===== src/rtl/ifetch_pkg.sv =====
`default_nettype none
// ============================================================================
// Module   : ifetch_pkg
// Purpose  : Shared types and constants for the instruction fetch unit and
//            the decode controller (FSM states, bubble word, RV32I opcodes).
// Revision : 1.0 - initial release
// ============================================================================
package ifetch_pkg;

   // Fetch FSM states; exactly one memory request may be in flight.
   typedef enum logic [1:0] {
      ST_ISSUE = 2'd0,
      ST_WAIT  = 2'd1,
      ST_HOLD  = 2'd2,
      ST_DRAIN = 2'd3
   } fetch_state_t;

   // Bubble instruction: ADDI x0,x0,0
   localparam logic [31:0] c_nop_instr = 32'h0000_0013;
   localparam logic [31:0] c_pc_inc    = 32'd4;

   // RV32I major opcodes (instr[6:0])
   localparam logic [6:0] c_opc_lui      = 7'b0110111;
   localparam logic [6:0] c_opc_auipc    = 7'b0010111;
   localparam logic [6:0] c_opc_jal      = 7'b1101111;
   localparam logic [6:0] c_opc_jalr     = 7'b1100111;
   localparam logic [6:0] c_opc_branch   = 7'b1100011;
   localparam logic [6:0] c_opc_load     = 7'b0000011;
   localparam logic [6:0] c_opc_store    = 7'b0100011;
   localparam logic [6:0] c_opc_op_imm   = 7'b0010011;
   localparam logic [6:0] c_opc_op       = 7'b0110011;
   localparam logic [6:0] c_opc_misc_mem = 7'b0001111;
   localparam logic [6:0] c_opc_system   = 7'b1110011;

   // Sequential next PC; wraps naturally modulo 2^32.
   function automatic logic [31:0] pc_next(input logic [31:0] pc);
      return pc + c_pc_inc;
   endfunction

endpackage
`default_nettype wire


===== src/rtl/ifetch_unit_ifid_reg.sv =====
`default_nettype none
// ============================================================================
// Module   : ifid_reg
// Purpose  : IF/ID pipeline register. Priority flush > stall > write; with no
//            write the contents are simply held (valid never self-clears).
// Revision : 1.0 - initial release
// ============================================================================
module ifid_reg
   import ifetch_pkg::*;
#(
   parameter logic [31:0] NOP_INSTR = c_nop_instr
) (
   input  logic        clk,
   input  logic        reset,
   input  logic        flush_i,
   input  logic        stall_i,
   input  logic        we_i,
   input  logic [31:0] pc_i,
   input  logic [31:0] instr_i,
   output logic        valid_o,
   output logic [31:0] pc_o,
   output logic [31:0] instr_o
);

   logic        valid_q;
   logic [31:0] pc_q;
   logic [31:0] instr_q;

   // Flush squashes to a bubble but keeps the PC; stall freezes everything.
   always_ff @(posedge clk or posedge reset) begin
      if (reset) begin
         valid_q <= 1'b0;
         pc_q    <= 32'd0;
         instr_q <= NOP_INSTR;
      end else if (flush_i) begin
         valid_q <= 1'b0;
         instr_q <= NOP_INSTR;
      end else if (!stall_i && we_i) begin
         valid_q <= 1'b1;
         pc_q    <= pc_i;
         instr_q <= instr_i;
      end
   end

   assign valid_o = valid_q;
   assign pc_o    = pc_q;
   assign instr_o = instr_q;

endmodule
`default_nettype wire


===== src/rtl/ifetch_unit.sv =====
`default_nettype none
// ============================================================================
// Module   : ifetch_unit
// Purpose  : Single-outstanding-request instruction fetch: PC, fetch FSM
//            (ISSUE/WAIT/HOLD/DRAIN), 1-entry hold buffer and IF/ID register.
// Options  : IFETCH_STALL_CNT_EN - builds a saturating stall-cycle counter;
//            when undefined stall_cnt is tied to zero.
// Revision : 1.0 - initial release
// ============================================================================
module ifetch_unit
   import ifetch_pkg::*;
#(
   parameter logic [31:0] RESET_PC  = 32'h0000_0000,
   parameter logic [31:0] NOP_INSTR = 32'h0000_0013
) (
   input  logic        clk,
   input  logic        reset,
   input  logic        stall,
   input  logic        flush,
   input  logic        redirect,
   input  logic [31:0] redirect_pc,
   output logic        imem_req,
   output logic [31:0] imem_addr,
   input  logic        imem_rvalid,
   input  logic [31:0] imem_rdata,
   output logic        ifid_valid,
   output logic [31:0] ifid_pc,
   output logic [31:0] ifid_instr,
   output logic [6:0]  ifid_opcode,
   output logic [31:0] stall_cnt
);

   fetch_state_t state_q, state_d;
   logic [31:0]  pc_q, pc_d;
   logic [31:0]  hold_q, hold_d;
   logic         live_q;      // low for the whole reset and the edge releasing it
   logic         ifid_we;
   logic [31:0]  ifid_wdata;
   logic [31:0]  redirect_pc_al;

   assign redirect_pc_al = {redirect_pc[31:2], 2'b00};

   // State, PC and hold buffer; live_q keeps imem_req low while reset is held.
   always_ff @(posedge clk or posedge reset) begin
      if (reset) begin
         state_q <= ST_ISSUE;
         pc_q    <= RESET_PC;
         hold_q  <= 32'd0;
         live_q  <= 1'b0;
      end else begin
         state_q <= state_d;
         pc_q    <= pc_d;
         hold_q  <= hold_d;
         live_q  <= 1'b1;
      end
   end

   // Next-state logic and IF/ID write selection.
   always_comb begin
      state_d    = state_q;
      pc_d       = pc_q;
      hold_d     = hold_q;
      ifid_we    = 1'b0;
      ifid_wdata = hold_q;
      case (state_q)
         ST_ISSUE: begin
            // A request goes out this cycle; a redirect must drain its reply.
            if (live_q) begin
               if (redirect) begin
                  pc_d    = redirect_pc_al;
                  state_d = ST_DRAIN;
               end else begin
                  state_d = ST_WAIT;
               end
            end
         end
         ST_WAIT: begin
            if (redirect) begin
               pc_d    = redirect_pc_al;
               state_d = imem_rvalid ? ST_ISSUE : ST_DRAIN;
            end else if (imem_rvalid && !stall) begin
               ifid_we    = 1'b1;
               ifid_wdata = imem_rdata;
               pc_d       = pc_next(pc_q);
               state_d    = ST_ISSUE;
            end else if (imem_rvalid) begin
               hold_d  = imem_rdata;
               state_d = ST_HOLD;
            end
         end
         ST_HOLD: begin
            if (redirect) begin
               pc_d    = redirect_pc_al;
               state_d = ST_ISSUE;
            end else if (!stall) begin
               ifid_we = 1'b1;
               pc_d    = pc_next(pc_q);
               state_d = ST_ISSUE;
            end
         end
         ST_DRAIN: begin
            // Redirects keep retargeting the PC; the stale reply still has to
            // be consumed before a new request may go out.
            if (redirect) begin
               pc_d = redirect_pc_al;
            end
            if (imem_rvalid) begin
               state_d = ST_ISSUE;
            end
         end
         default: state_d = ST_ISSUE;
      endcase
   end

   assign imem_req  = live_q && (state_q == ST_ISSUE);
   assign imem_addr = pc_q;

   ifid_reg #(
      .NOP_INSTR (NOP_INSTR)
   ) u_ifid_reg (
      .clk     (clk),
      .reset   (reset),
      .flush_i (flush),
      .stall_i (stall),
      .we_i    (ifid_we),
      .pc_i    (pc_q),
      .instr_i (ifid_wdata),
      .valid_o (ifid_valid),
      .pc_o    (ifid_pc),
      .instr_o (ifid_instr)
   );

   assign ifid_opcode = ifid_instr[6:0];

`ifdef IFETCH_STALL_CNT_EN
   logic [31:0] stall_cnt_q;

   // Count stalled cycles, saturating at all-ones.
   always_ff @(posedge clk or posedge reset) begin
      if (reset) begin
         stall_cnt_q <= 32'd0;
      end else if (stall && (stall_cnt_q != 32'hFFFF_FFFF)) begin
         stall_cnt_q <= stall_cnt_q + 32'd1;
      end
   end

   assign stall_cnt = stall_cnt_q;
`else
   assign stall_cnt = 32'd0;
`endif

endmodule
`default_nettype wire

===== config.mk =====
export PLATFORM = sky130hd
export DESIGN_NAME = ifetch_unit
export DESIGN_NICKNAME = d
export VERILOG_FILES = /design/src/rtl/ifetch_pkg.sv /design/src/rtl/ifetch_unit_ifid_reg.sv /design/src/rtl/ifetch_unit.sv
export SDC_FILE = /design/constraint.sdc
export NUM_CORES = 1
export LEC_CHECK = 0
export BUFFER_PORTS_ARGS = -buffer_cell sky130_fd_sc_hd__buf_2
export CORE_ASPECT_RATIO = 0.5
export CORE_MARGIN = 5
export CORE_UTILIZATION = 35
export DETAILED_ROUTE_END_ITERATION = 8
export GPL_TIMING_DRIVEN = 1
export RECOVER_POWER = 100
export SLEW_MARGIN = 5
export SYNTH_ARGS = -nofsm -noshare
export SYNTH_HDL_FRONTEND = slang
export SYNTH_SLANG_ARGS = --single-unit
export TNS_END_PERCENT = 20

===== constraint.sdc =====
create_clock -name clk -period 5.27 [get_ports clk]
set_input_delay 0.527 -clock clk [delete_from_list [all_inputs] [get_ports clk]]
set_output_delay 0.527 -clock clk [all_outputs]
set_load 0.02 [all_outputs]

==> impl_metrics.sql <==
INSERT INTO impl_metrics (metric_group, metric, value, unit) VALUES
('outcome', 'outcome', 'finished, violations left', ''),
('outcome', 'violated_checks', 'max-capacitance violations, max-slew violations', ''),
('global_route', 'globalRoute.totalOverflow', '0', ''),
('worst_setup_path', 'worst_path_dominant_cell_family', 'buffers and inverters', ''),
('worst_setup_path', 'setup_cp_type', 'in2reg', ''),
('timing', 'grt_setup_unrepaired', 'false', ''),
('job', 'timing.max_cap.violations', '3', ''),
('synthesis', 'postSynthCellCount', '593', ''),
('global_route', 'grtUsageMet3', '3.77', '%'),
('timing', 'timing.setup.tns', '0', 'ns'),
('clocking', 'clock_tree.root_cell', 'clkbuf_16', ''),
('global_route', 'grt.met1_usage', '19.9', '%'),
('timing', 'post-route-period-util', '69.9', '%'),
('worst_setup_path', 'required', '5.58', 'ns'),
('min_path', 'min_delay_worst_endpoint', 'hold_q[7]', ''),
('cells_and_area', 'post_route_cells_drive_above_1_share', '24.0', '%'),
('timing', 'fin_skew', '0.0100', 'ns'),
('routing', 'via_per_inst', '5.04', ''),
('synthesis', 'netlist_top_cells_area', 'dfrtp_1 49%, mux2_2 11%, mux2i_1 5.2%', ''),
('die', 'floorplan.die_area', '0.0211', 'mm^2'),
('cells_and_area', 'area_taken_by_flip_flops_and_latches', '0.00321', 'mm^2'),
('synthesis', 'count_of_flip_flops_with_a_built_in_enable_after_synthesis', '0', ''),
('clocking', 'cts_num_sinks', '128', ''),
('cells_and_area', 'nFillCells', '1764', ''),
('timing', 'drv_slew', '117', ''),
('power', 'post-layout-total-power', '4690', 'uW'),
('clocking', 'cts_max_level', '4', ''),
('worst_setup_path', 'critPathArrivalTime', '4.00', 'ns'),
('global_route', 'vias_in_the_first_global_route', '4982', ''),
('routing', 'ant_nets', '0', ''),
('timing', 'post-route-min-period', '3.68', 'ns'),
('timing', 'slew_at_the_pin_with_the_worst_max_slew_slack', '2.10', 'ns'),
('placed_design', 'globalplace.congestion', '0.811', ''),
('clocking', 'holdBufCountCts', '0', ''),
('worst_setup_path', 'maximum_fanout_along_the_worst_path', '50', ''),
('power', 'ir_drop', '0.228', 'mV'),
('routing', 'number_of_search_and_repair_iterations_in_the_first_detailed_routing_pass', '4', ''),
('synthesis', 'synth.lib_cells_used.distinct', '51', ''),
('timing', 'max_clock_freq', '272', 'MHz'),
('power', 'power_density', '608', 'mW/mm^2'),
('routing', 'wl_per_cell', '16.9', 'um'),
('die', 'fp.dieW', '201', 'um'),
('die', 'design.portCount', '207', ''),
('cells_and_area', 'multi_input_combinational_cell_area', '0.00277', 'mm^2'),
('min_path', 'holdCritPathClass', 'in2reg', ''),
('global_route', 'grt_util_met2', '26.5', '%'),
('synthesis', 'ys_ff_latch', '128', ''),
('power', 'share_seq_of_total_power', '36.0', '%'),
('timing', 'timing.max_slew.rel_slack', '-40.2', '%'),
('die', 'chipHeight', '105', 'um'),
('synthesis', 'synthesis.yosys.warnings', '0', ''),
('die', 'initial_utilization', '36.1', '%'),
('global_route', 'globalRouteTotalUtil', '15.7', '%'),
('worst_setup_path', 'worst-r2r-cell-count', '8', ''),
('clocking', 'tritoncts', 'done', ''),
('min_path', 'min_path_cells', '2', ''),
('power', 'netSwitchingPower', '1880', 'uW'),
('worst_setup_path', 'cpPeakStageDelay', '1.50', 'ns'),
('global_route', 'antenna_found_initial', '0', ''),
('worst_setup_path', 'worstReg2RegEnd', 'imem_addr[24]', ''),
('global_route', 'grt_busiest_layer', 'met2', ''),
('power', 'swShare', '40.0', '%'),
('routing', 'first_iter_violations', '257', ''),
('synthesis', 'synth_area_per_cell', '10.7', 'um^2'),
('routing', 'dr_total_vias', '4973', ''),
('clocking', 'clockBufferDepth', '2', ''),
('worst_setup_path', 'crit_slowest_cell', 'clkbuf_1', ''),
('synthesis', 'netlist.area_leader.share', '49.1', '%'),
('worst_setup_path', 'worstPathCellList', 'clkbuf_1 > inv_1 > a31oi_1 > o21a_1 > clkbuf_1 > o21ai_0 > a22oi_1', ''),
('power', 'cellLeakagePower', '0.00318', 'uW'),
('worst_setup_path', 'critical-path-top-cell-by-count', 'clkbuf_1', '');
==> stage by stage <==
stage / cell area, um^2 / worst slack (ns) / utilization [%] / cells
2_1_floorplan: 6500 / 1.34 / - / 628
3_3_place_gp: 7220 / 2.09 / 41.0 / 955
3_5_place_dp: 7220 / 2.04 / 41.0 / 955
4_1_cts: 7860 / 2.47 / 44.6 / 987
5_1_grt: 7720 / 1.21 / 43.8 / 987
6_report: 7720 / 1.59 / 43.8 / 987
==> state kept, by name, indices dropped and copies added, names as in the netlist <==
signal,count
state_q,2
u_ifid_reg.valid_o,1
live_q,1
u_ifid_reg.instr_o,32
u_ifid_reg.pc_o,30
hold_q,32
imem_addr,30
==> power groups by stage <==
stage	Combinational, uW	Sequential [uW]	Clock (uW)
after floorplan	1010	1930	0
after global placement	1770	1680	0
final	1720	1690	1280
after global routing	1910	1750	1360
after CTS	1820	1680	1310
after detailed placement	1810	1690	0
==> routing by layer <==
layer	vias up	routed length (um)
met5	-	0
met4	0	301
met3	24	879
met2	143	8200
met1	2447	7320
li1	2359	-
==> worst register-to-register path, stage by stage (launching register included) <==
cell and delay [ns]:
dfrtp_1 0.39, inv_1 0.10, ha_1 0.20, nor2b_1 0.17, a31oi_1 0.26, o21a_1 0.17
clkbuf_1 1.50, o21ai_0 0.30, a22oi_1 0.23
==> logic make-up (layout without fill, tap and decap cells) <==
kind of cell | count (synthesis) | in the layout | synth area share, %
other | 2 | 37 | 0.118
adders and majority gates | 6 | 6 | 1.18
DFF | 128 | 128 | 50.4
and+or+nand+nor | 132 | 132 | 9.95
buffers and inverters | 95 | 220 | 8.29
AOI/OAI and AO/OA | 135 | 135 | 13.9
muxes | 95 | 95 | 16.2
==> final cells by class <==
cell class                      instances  area share, %
Clock inverter                         12           2.38
Clock buffer                           20           5.92
Inverter                               12          0.600
Multi-Input combinational cell        405           35.9
Tap cell                              234           3.79
Timing Repair Buffer                  176           9.87
Sequential cell                       128           41.6
==> how the worst max path moves through the flow <==
stage,endpoint,from,cells past startpoint,slack [ns]
2_1_floorplan,hold_q[0],reset,1,1.34
3_3_place_gp,u_ifid_reg.pc_o[7],redirect,8,2.09
6_report,imem_addr[24],redirect,7,1.59
4_1_cts,u_ifid_reg.pc_o[4],redirect,8,2.47
3_5_place_dp,u_ifid_reg.pc_o[4],redirect,8,2.04
5_1_grt,imem_addr[24],redirect,7,1.21
==> layout by cell type, fill, tap and decap left out, drive strengths merged, types with 6 or more instances in the layout <==
master | Yosys | routed
o21ai | 18 | 18
nand3 | 13 | 13
ha | 6 | 6
buf | 53 | 71
nand2 | 27 | 27
a211oi | 29 | 29
clkinvlp | 0 | 6
dfrtp | 125 | 125
clkbuf | 30 | 125
mux2i | 33 | 33
or3 | 6 | 6
nor3 | 7 | 7
o22ai | 9 | 9
nor2 | 49 | 49
mux2 | 62 | 62
a21oi | 43 | 43
nand4 | 8 | 8
conb | 2 | 37
inv | 12 | 11
o32ai | 7 | 7
==> cell usage after synthesis (all sizes together), types with 2 or more instances <==
cell type	n
conb	2
a31oi	5
and2	2
inv	12
nor2	49
mux2	62
o32ai	7
nor3	7
buf	53
dfstp	3
a32o	2
a211o	3
nor4	5
nand2b	4
a22oi	2
or2	3
mux2i	33
o31a	2
clkbuf	30
ha	6
nand3	13
nand2	27
or3	6
o31ai	5
nand4	8
nor2b	2
o21ai	18
and4	2
o22ai	9
o21a	2
a211oi	29
dfrtp	125
or4	2
a21oi	43
Note: power is estimated with default switching activity, not from simulation.
